**src/rtl/poly_loader_if.sv**
```systemverilog
// Shared polygon-loader constants plus the command handshake interface between requester and loader.
package poly_loader_pkg;
  localparam int unsigned WPX     = 10;
  localparam int unsigned WPY     = 9;
  localparam int unsigned WCOLOR  = 8;
  localparam int unsigned N_POLY  = 3;
  localparam int unsigned PIDX_W  = 2;
  localparam int unsigned FIELD_W = 3;
  localparam int unsigned DATA_W  = 16;
  localparam int unsigned CNT_W   = 8;

  typedef enum logic [FIELD_W-1:0] {
    FLD_V0_X  = 3'd0,
    FLD_V0_Y  = 3'd1,
    FLD_V1_X  = 3'd2,
    FLD_V1_Y  = 3'd3,
    FLD_V2_X  = 3'd4,
    FLD_V2_Y  = 3'd5,
    FLD_COLOR = 3'd6,
    FLD_EN    = 3'd7
  } field_e;

  // One polygon's worth of rasterizer parameters.
  typedef struct packed {
    logic              en;
    logic [WCOLOR-1:0] color;
    logic [WPY-1:0]    v2_y;
    logic [WPX-1:0]    v2_x;
    logic [WPY-1:0]    v1_y;
    logic [WPX-1:0]    v1_x;
    logic [WPY-1:0]    v0_y;
    logic [WPX-1:0]    v0_x;
  } poly_t;
endpackage

interface poly_loader_if;
  import poly_loader_pkg::*;

  logic                cmd_valid;
  logic                cmd_ready;
  logic                cmd_commit;
  logic [PIDX_W-1:0]   cmd_poly;
  logic [FIELD_W-1:0]  cmd_field;
  logic [DATA_W-1:0]   cmd_data;

  modport master (
    output cmd_valid, cmd_commit, cmd_poly, cmd_field, cmd_data,
    input  cmd_ready
  );

  modport slave (
    input  cmd_valid, cmd_commit, cmd_poly, cmd_field, cmd_data,
    output cmd_ready
  );
endinterface

```
**src/rtl/poly_loader.sv**
```systemverilog
// Double-buffered polygon parameter loader: commands fill a shadow set, a commit copies it to the
// active set at the next frame_start. Optional shadow readback port under POLY_LOADER_READBACK_EN.
module poly_loader
  import poly_loader_pkg::*;
(
  input  logic                       clk,
  input  logic                       rst_n,
  poly_loader_if.slave               cmd,
  input  logic                       frame_start,
  output logic                       commit_done,
  output logic [CNT_W-1:0]           frame_count,
  output logic [N_POLY-1:0]          cmp_en,
  output logic [N_POLY*WPX-1:0]      v0_x,
  output logic [N_POLY*WPY-1:0]      v0_y,
  output logic [N_POLY*WPX-1:0]      v1_x,
  output logic [N_POLY*WPY-1:0]      v1_y,
  output logic [N_POLY*WPX-1:0]      v2_x,
  output logic [N_POLY*WPY-1:0]      v2_y,
  output logic [N_POLY*WCOLOR-1:0]   poly_color
`ifdef POLY_LOADER_READBACK_EN
  ,
  input  logic [PIDX_W-1:0]          rd_poly,
  input  logic [FIELD_W-1:0]         rd_field,
  output logic [DATA_W-1:0]          rd_data
`endif
);

  typedef enum logic [0:0] {
    ST_IDLE    = 1'b0,
    ST_PENDING = 1'b1
  } state_e;

  state_e state;
  state_e state_next;
  logic   accept_c;
  logic   wr_c;
  logic   copy_c;

  poly_t  shadow [N_POLY];
  poly_t  active [N_POLY];

  // State register; ready is a flop that mirrors the upcoming state so it never sees cmd_valid.
  always_ff @(posedge clk or negedge rst_n) begin
    if (!rst_n) begin
      state         <= ST_IDLE;
      cmd.cmd_ready <= 1'b1;
    end else begin
      state         <= state_next;
      cmd.cmd_ready <= (state_next == ST_IDLE);
    end
  end

  always_comb begin
    state_next = state;
    wr_c       = 1'b0;
    copy_c     = 1'b0;
    accept_c   = cmd.cmd_valid & cmd.cmd_ready;
    case (state)
      ST_IDLE: begin
        if (accept_c) begin
          if (cmd.cmd_commit) begin
            state_next = ST_PENDING;
          end else begin
            wr_c = (32'(cmd.cmd_poly) < N_POLY);
          end
        end
      end
      ST_PENDING: begin
        if (frame_start) begin
          copy_c     = 1'b1;
          state_next = ST_IDLE;
        end
      end
      default: state_next = ST_IDLE;
    endcase
  end

  // Shadow set: field writes truncate the LSB-aligned data to the field width.
  always_ff @(posedge clk or negedge rst_n) begin
    if (!rst_n) begin
      for (int i = 0; i < N_POLY; i++) begin
        shadow[i] <= '0;
      end
    end else if (wr_c) begin
      for (int i = 0; i < N_POLY; i++) begin
        if (cmd.cmd_poly == PIDX_W'(i)) begin
          case (field_e'(cmd.cmd_field))
            FLD_V0_X:  shadow[i].v0_x  <= WPX'(cmd.cmd_data);
            FLD_V0_Y:  shadow[i].v0_y  <= WPY'(cmd.cmd_data);
            FLD_V1_X:  shadow[i].v1_x  <= WPX'(cmd.cmd_data);
            FLD_V1_Y:  shadow[i].v1_y  <= WPY'(cmd.cmd_data);
            FLD_V2_X:  shadow[i].v2_x  <= WPX'(cmd.cmd_data);
            FLD_V2_Y:  shadow[i].v2_y  <= WPY'(cmd.cmd_data);
            FLD_COLOR: shadow[i].color <= WCOLOR'(cmd.cmd_data);
            FLD_EN:    shadow[i].en    <= cmd.cmd_data[0];
            default:   ;
          endcase
        end
      end
    end
  end

  // Active set, commit pulse and commit counter all update on the completing frame_start edge.
  always_ff @(posedge clk or negedge rst_n) begin
    if (!rst_n) begin
      for (int i = 0; i < N_POLY; i++) begin
        active[i] <= '0;
      end
      commit_done <= 1'b0;
      frame_count <= '0;
    end else begin
      commit_done <= copy_c;
      if (copy_c) begin
        for (int i = 0; i < N_POLY; i++) begin
          active[i] <= shadow[i];
        end
        frame_count <= frame_count + CNT_W'(1);
      end
    end
  end

  for (genvar g = 0; g < N_POLY; g++) begin : g_out
    assign cmp_en[g]                          = active[g].en;
    assign v0_x[g*WPX +: WPX]                 = active[g].v0_x;
    assign v0_y[g*WPY +: WPY]                 = active[g].v0_y;
    assign v1_x[g*WPX +: WPX]                 = active[g].v1_x;
    assign v1_y[g*WPY +: WPY]                 = active[g].v1_y;
    assign v2_x[g*WPX +: WPX]                 = active[g].v2_x;
    assign v2_y[g*WPY +: WPY]                 = active[g].v2_y;
    assign poly_color[g*WCOLOR +: WCOLOR]     = active[g].color;
  end

`ifdef POLY_LOADER_READBACK_EN
  // Zero-extended shadow field; out-of-range polygon indices read as zero.
  always_comb begin
    rd_data = '0;
    for (int i = 0; i < N_POLY; i++) begin
      if (rd_poly == PIDX_W'(i)) begin
        case (field_e'(rd_field))
          FLD_V0_X:  rd_data = DATA_W'(shadow[i].v0_x);
          FLD_V0_Y:  rd_data = DATA_W'(shadow[i].v0_y);
          FLD_V1_X:  rd_data = DATA_W'(shadow[i].v1_x);
          FLD_V1_Y:  rd_data = DATA_W'(shadow[i].v1_y);
          FLD_V2_X:  rd_data = DATA_W'(shadow[i].v2_x);
          FLD_V2_Y:  rd_data = DATA_W'(shadow[i].v2_y);
          FLD_COLOR: rd_data = DATA_W'(shadow[i].color);
          FLD_EN:    rd_data = DATA_W'(shadow[i].en);
          default:   rd_data = '0;
        endcase
      end
    end
  end
`endif

endmodule
```
**src/flat_wrapper.sv**
```systemverilog
// flat-port wrapper written by rule: the top's interface ports become plain ports
module poly_loader_flat import poly_loader_pkg::*;
  (clk, rst_n, frame_start, commit_done, frame_count, cmp_en, v0_x, v0_y, v1_x, v1_y, v2_x, v2_y, poly_color, cmd_cmd_valid, cmd_cmd_commit, cmd_cmd_poly, cmd_cmd_field, cmd_cmd_data, cmd_cmd_ready);
  poly_loader_if cmd_i ();
  input  logic clk;
  input  logic rst_n;
  input  logic frame_start;
  output logic commit_done;
  output logic [CNT_W-1:0] frame_count;
  output logic [N_POLY-1:0] cmp_en;
  output logic [N_POLY*WPX-1:0] v0_x;
  output logic [N_POLY*WPY-1:0] v0_y;
  output logic [N_POLY*WPX-1:0] v1_x;
  output logic [N_POLY*WPY-1:0] v1_y;
  output logic [N_POLY*WPX-1:0] v2_x;
  output logic [N_POLY*WPY-1:0] v2_y;
  output logic [N_POLY*WCOLOR-1:0] poly_color;
  input wire logic [$bits(cmd_i.cmd_valid)-1:0] cmd_cmd_valid;
  input wire logic [$bits(cmd_i.cmd_commit)-1:0] cmd_cmd_commit;
  input wire logic [$bits(cmd_i.cmd_poly)-1:0] cmd_cmd_poly;
  input wire logic [$bits(cmd_i.cmd_field)-1:0] cmd_cmd_field;
  input wire logic [$bits(cmd_i.cmd_data)-1:0] cmd_cmd_data;
  output wire logic [$bits(cmd_i.cmd_ready)-1:0] cmd_cmd_ready;
  assign cmd_i.cmd_valid = cmd_cmd_valid;
  assign cmd_i.cmd_commit = cmd_cmd_commit;
  assign cmd_i.cmd_poly = cmd_cmd_poly;
  assign cmd_i.cmd_field = cmd_cmd_field;
  assign cmd_i.cmd_data = cmd_cmd_data;
  assign cmd_cmd_ready = cmd_i.cmd_ready;
  poly_loader u_core (.clk(clk), .rst_n(rst_n), .cmd(cmd_i), .frame_start(frame_start), .commit_done(commit_done), .frame_count(frame_count), .cmp_en(cmp_en), .v0_x(v0_x), .v0_y(v0_y), .v1_x(v1_x), .v1_y(v1_y), .v2_x(v2_x), .v2_y(v2_y), .poly_color(poly_color));
endmodule
```
**config.mk**
```make
export PLATFORM = sky130hd
export DESIGN_NAME = poly_loader_flat
export DESIGN_NICKNAME = d
export VERILOG_FILES = /design/src/rtl/poly_loader_if.sv /design/src/rtl/poly_loader.sv /design/src/flat_wrapper.sv
export SDC_FILE = /design/constraint.sdc
export NUM_CORES = 1
export LEC_CHECK = 0
export CAP_MARGIN = 0
export CORE_ASPECT_RATIO = 1.25
export CORE_MARGIN = 2
export CORE_UTILIZATION = 60
export CTS_BUF_LIST = sky130_fd_sc_hd__clkbuf_8
export DETAILED_ROUTE_END_ITERATION = 8
export MAX_ROUTING_LAYER = met4
export PLACE_DENSITY = 0.87
export SYNTH_ARGS = -nofsm -noshare
export SYNTH_HDL_FRONTEND = slang
export SYNTH_SLANG_ARGS = --single-unit
```
**constraint.sdc**
```tcl
create_clock -name clk -period 2.8 [get_ports clk]
set_input_delay 0.42 -clock clk [delete_from_list [all_inputs] [get_ports clk]]
set_output_delay 0.42 -clock clk [all_outputs]
set_load 0.05 [all_outputs]
```
# Word level (Yosys, flattened, before mapping)
# Cells that the tools add are included.
dict set report word_totals {
  regBits 407
  input_bits 26
  out_inout_bits 208
  ramBits 0
  mem_bits_ro 0
  latchBits 0
  mem_count 0
}
dict set report op_classes {
  mul 0
  n_shift 0
  mux 9
  n_eq_ne 9
  n_bitwise 3
  div_mod_pow 0
  addsub 1
  n_reduce_logical 26
  n_lt_le_gt_ge 1
}
# op n
set op_table {}
lappend op_table {{$reduce_and A3 Y1} 24}
lappend op_table {{$eq A3 B3 Y1 const B} 4}
lappend op_table {{$add A8 B1 Y8 const B} 1}
lappend op_table {{$mux W1} 8}
lappend op_table {{$eq A3 B2 Y1 const B} 2}
lappend op_table {{$eq A3 B1 Y1 const B} 1}
lappend op_table {{$logic_not A3 Y1} 1}
lappend op_table {{$eq A2 B1 Y1 const B} 1}
lappend op_table {{$eq A2 B2 Y1 const B} 1}
lappend op_table {{$logic_not A2 Y1} 1}
lappend op_table {{$lt A2 B2 Y1 const B} 1}
lappend op_table {{$not A1 Y1} 2}
lappend op_table {{$pmux W1 S2} 1}
lappend op_table {{$and A1 B1 Y1} 1}

# Depth between registers and ports, before layout
dict set report logic_depth {
  word_depth 5
  ltp_mapped 6
  depth_no_buf 4
}

# Least setup slack after synthesis
# Ideal clock, no wire load.
dict set report synth_path {
  kind {register to register}
  start {register u_core.cmd.cmd_ready}
  end {register u_core.shadow[161] in the netlist's numbering}
  arrival_time_ns 1.933
  synth_period_minus_slack_ns 2.058
  path_slack_ns 0.742
  setup_time_ns 0.125
  t_required_ns 2.675
  stages_incl_launch_ff 6
  cell_sequence {dfstp_2 -> nand4bb_1 -> buf_6 -> or4_4 -> buf_6 -> mux2_4}
}
dict set report synth_via {
  elab_chain_len 4
}
# element line
set synth_lines {}
lappend synth_lines {{from (decl)} poly_loader_if.sv:53} ;# output cmd_ready
lappend synth_lines {{from (signal assigned)} poly_loader.sv:49} ;# cmd.cmd_ready <= (state_next == ST_IDLE);
lappend synth_lines {{$and A1 B1 Y1} poly_loader.sv:57} ;# accept_c = cmd.cmd_valid & cmd.cmd_ready;
lappend synth_lines {{$mux W1} poly_loader.sv:60} ;# if (accept_c) begin
lappend synth_lines {{$mux W1} poly_loader.sv:58} ;# case (state)
lappend synth_lines {{$reduce_and A3 Y1 (no line)} -}
lappend synth_lines {{to (decl)} poly_loader.sv:39} ;# poly_t shadow [N_POLY];
# No other way between the ends.
# A chain may end at the register's enable or synchronous reset.

# Worst setup path after layout
dict set report layout_path {
  start {register u_core.cmd.cmd_ready}
  end {output cmd_cmd_ready}
}
# element line
set layout_lines {}
lappend layout_lines {{to (decl)} flat_wrapper.sv:23} ;# output wire logic [$bits(cmd_i.cmd_ready)-1:0] cmd_cmd_ready;
# No word-level cell between the ends.

==> impl_metrics.json <==
{
  "filler_free_cell_count_of_the_finished_design": 1961,
  "tritoncts": "yes",
  "post_synth_arst_share_pct": 100.0,
  "synth_simple_gate_area_share_pct": 17.00,
  "netlist-cell-type-count": 30,
  "synth_top_cells_by_count": "sky130_fd_sc_hd__nand2_1, sky130_fd_sc_hd__dfrtp_1, sky130_fd_sc_hd__mux2_2",
  "post-route-drc-count": 0,
  "globalRouteOverflowTotal": 0,
  "ys_seq_elements": 407,
  "finalCritPeriodShare_pct": 83.47,
  "synthTopCellsByArea": "sky130_fd_sc_hd__dfrtp_1, sky130_fd_sc_hd__nand2_1, sky130_fd_sc_hd__mux2_2",
  "h-tree-depth": 2,
  "cts_buffers": 57,
  "yosys.area_share.adder_pct": 0.08102,
  "clk_latency_ns": 0.58,
  "root_buffer": "sky130_fd_sc_hd__clkbuf_8",
  "final.min_clock_period_ns": 2.337,
  "global_route_wire_length_before_repair_mm": 58.73,
  "die_height_um": 183.4,
  "gr-usage-all-layers_pct": 28.70,
  "start_kind": "register",
  "drt_wl_total_mm": 36.73,
  "ys_dominant_reg_cell": "sky130_fd_sc_hd__dfrtp_1",
  "outcome": "finished, final reports clean",
  "grt_pass1_vias": 11033,
  "worst_ir_drop_vdd_uv": 564.5,
  "synth_compound_area_share_pct": 0,
  "synth_most_common_cell": "sky130_fd_sc_hd__nand2_1",
  "fin_skew_ns": 0.01445,
  "design.final.nets": 1610,
  "synth.avg_cell_area_um2": 11.61,
  "grt_setup_unrepaired": "false",
  "post-dp-hpwl_mm": 22.88,
  "netlist.top_cell.by_area": "sky130_fd_sc_hd__dfrtp_1",
  "cts.sinks": 407,
  "setup_tns_ns": 0,
  "worstPathCellList": "clkdlybuf4s50_1",
  "yosys_warnings": 0,
  "synth_cells": 1330,
  "worst_hold_path_type": "in -> async",
  "port_buffers": 227,
  "crit_required_ns": 2.38,
  "worstPathBufferInverterCount": 1,
  "synthMuxAreaShare_pct": 14.73,
  "ys_seq_area_share_pct": 65.96,
  "effective_utilization_at_floorplan_pct": 61.06,
  "syn_area_um2": 15440,
  "max_slew_headroom_pct": 44.28,
  "clock.fmax_mhz": 427.9,
  "pin_count": 234,
  "pre_cts_slack_ns": 0.3461,
  "drt_first_pass_iters": 7,
  "fp.coreArea_um2": 25290,
  "cts.clk_slew.worst_paths_ns": 0.07,
  "horizontal_die_dimension_um": 147.5,
  "maxCapViolCount": 0,
  "post_route_cells_drive_above_1_share_pct": 21.00,
  "gp_routability_congestion": 0.8363,
  "tightest_slew_ns": 0.8332,
  "post_detailed_route_wirelength_per_cell_um": 18.73,
  "num_rows": 65,
  "synth_xor_xnor_area_share_pct": 0.3970,
  "drv_slew": 0,
  "drt_first_iter_violations": 687,
  "critPathTopFamily": "buffers and inverters",
  "criticalPathCategory": "reg -> out",
  "synth_enable_flop_cells": 0,
  "cp_data_arrival_time_ns": 1.92,
  "critPathMaxFanout": 4,
  "post_cts_resize_count": 0,
  "vias": 10646,
  "pin_count_of_the_biggest_net_entering_global_routing": 111,
  "antenna_found_initial": 2,
  "die-area_um2": 27050,
  "post-place-cells": 1858,
  "layout-area-overhead-vs-synth_pct": 25.33,
  "post-synth-top-area-fraction_pct": 65.79,
  "setup_viol": 0,
  "crit_path_end_kind": "output port",
  "critical_path.max_stage_delay_ns": 0.80,
  "critical_path_cell_with_the_highest_stage_delay": "sky130_fd_sc_hd__clkdlybuf4s50_1",
  "detail_route.vias_per_cell": 5.429,
  "power_density_nw_per_um2": 802.1,
  "synth_top_family_by_area": "simple AND/OR/NAND/NOR gates",
  "cts_buffer_depth": 3,
  "finalHoldViolations": 0,
  "antenna_left": 0,
  "synth_nets": 1357,
  "pleak_nw": 10.08,
  "finalWorstSetupSlack_ns": 0.4630
}
-- cell usage in the layout, fill, tap and decap left out, drive strengths merged --
cell,netlist,routed
nand2,600,600
dfrtp,406,406
clkdlybuf4s50,0,226
mux2,199,199
clkbuf,52,70
buf,16,35
inv,2,18
clkinv,0,14
nand3,14,14
nor3,9,9
xnor2,7,7
nand3b,4,4
nand4,4,4
nor3b,3,3
diode,0,2
nand2b,2,2
and3,2,2
nor2b,2,2
or4,2,2
and4bb,1,1
nor2,1,1
nand4bb,1,1
nor4,1,1
ha,1,1
dlygate4sd3,0,1
dfstp,1,1
-- where the power goes --
| group | leakage, nW | switching, mW | internal [mW] |
|---|---|---|---|
| combinational | 3.90 | 2.67 | 1.30 |
| sequential | 5.54 | 0.504 | 6.67 |
| clock | 0.643 | 2.13 | 2.25 |
-- logic make-up (layout without fill, tap and decap cells) --
kind of cell               count (synthesis)  count (layout)
other                                      0               2
DFF                                      407             407
muxes                                    199             199
xor gates and xnor gates                   7               7
buffers and inverters                     70             364
and+or+nand+nor                          646             646
adders and majority gates                  1               1
-- what timing repair did --
item	CTS	global route
hold endpoints to repair	60	0
hold buffers	1	0
setup buffers	0	0
-- sequential cells by signal, summed over array words and instances, names as in the netlist, 8 cells and up --
signal,flops
u_core.v2_x,30
u_core.v1_x,30
u_core.v1_y,27
u_core.v0_y,27
u_core.v0_x,30
u_core.shadow,198
u_core.poly_color,24
u_core.v2_y,27
u_core.frame_count,8
-- final timing paths --
| kind | start | end | slack (ns) | cells after the start |
|---|---|---|---|---|
| setup / recovery | u_core.cmd.cmd_ready | cmd_cmd_ready | 0.46 | 1 |
| hold / removal | rst_n | u_core.v0_x[21] | 0.43 | 2 |
| setup reg to reg | u_core.cmd.cmd_ready | u_core.shadow[193] | 0.74 | 3 |
| hold reg to reg | u_core.shadow[191] | u_core.poly_color[2] | 0.46 | 2 |
| max in group asynchronous | rst_n | u_core.v1_y[14] | 1.52 | 3 |
| min in group clk | u_core.shadow[191] | u_core.poly_color[2] | 0.46 | 2 |
-- metrics by stage --
stage	hold slack [ns]	instance area, um^2	power, mW	utilization (%)
6_report	0.4280	19360	15.53	76.53
5_1_grt	0.4694	19360	16.16	76.53
4_1_cts	0.4266	19350	15.63	76.51
3_5_place_dp	0.4374	18240	11.22	72.13
3_3_place_gp	0.4338	18240	11.10	72.13
2_1_floorplan	0.1244	15440	9.662	-
-- routing by layer --
layer / GRT usage (%) / vias to the layer above / share of wire [%]
met5: - / - / 0
met4: 10.77 / 0 / 3.7
li1: - / 4763 / -
met2: 47.57 / 362 / 51
met3: 4.328 / 82 / 4.8
met1: 36.31 / 5439 / 40
-- cell type report --
| type | count | area [um^2] |
|---|---|---|
| flip-flops and latches | 407 | 10190 |
| fillers | 1544 | 5937 |
| multi-input cells | 853 | 4981 |
| repair buffers | 262 | 2655 |
| clock buffers | 70 | 963.4 |
| well taps | 335 | 419.2 |
| clock inverters | 30 | 133.9 |
| inverters | 2 | 12.51 |
| diodes | 2 | 5.005 |
Note: power is estimated with default switching activity, not from simulation.
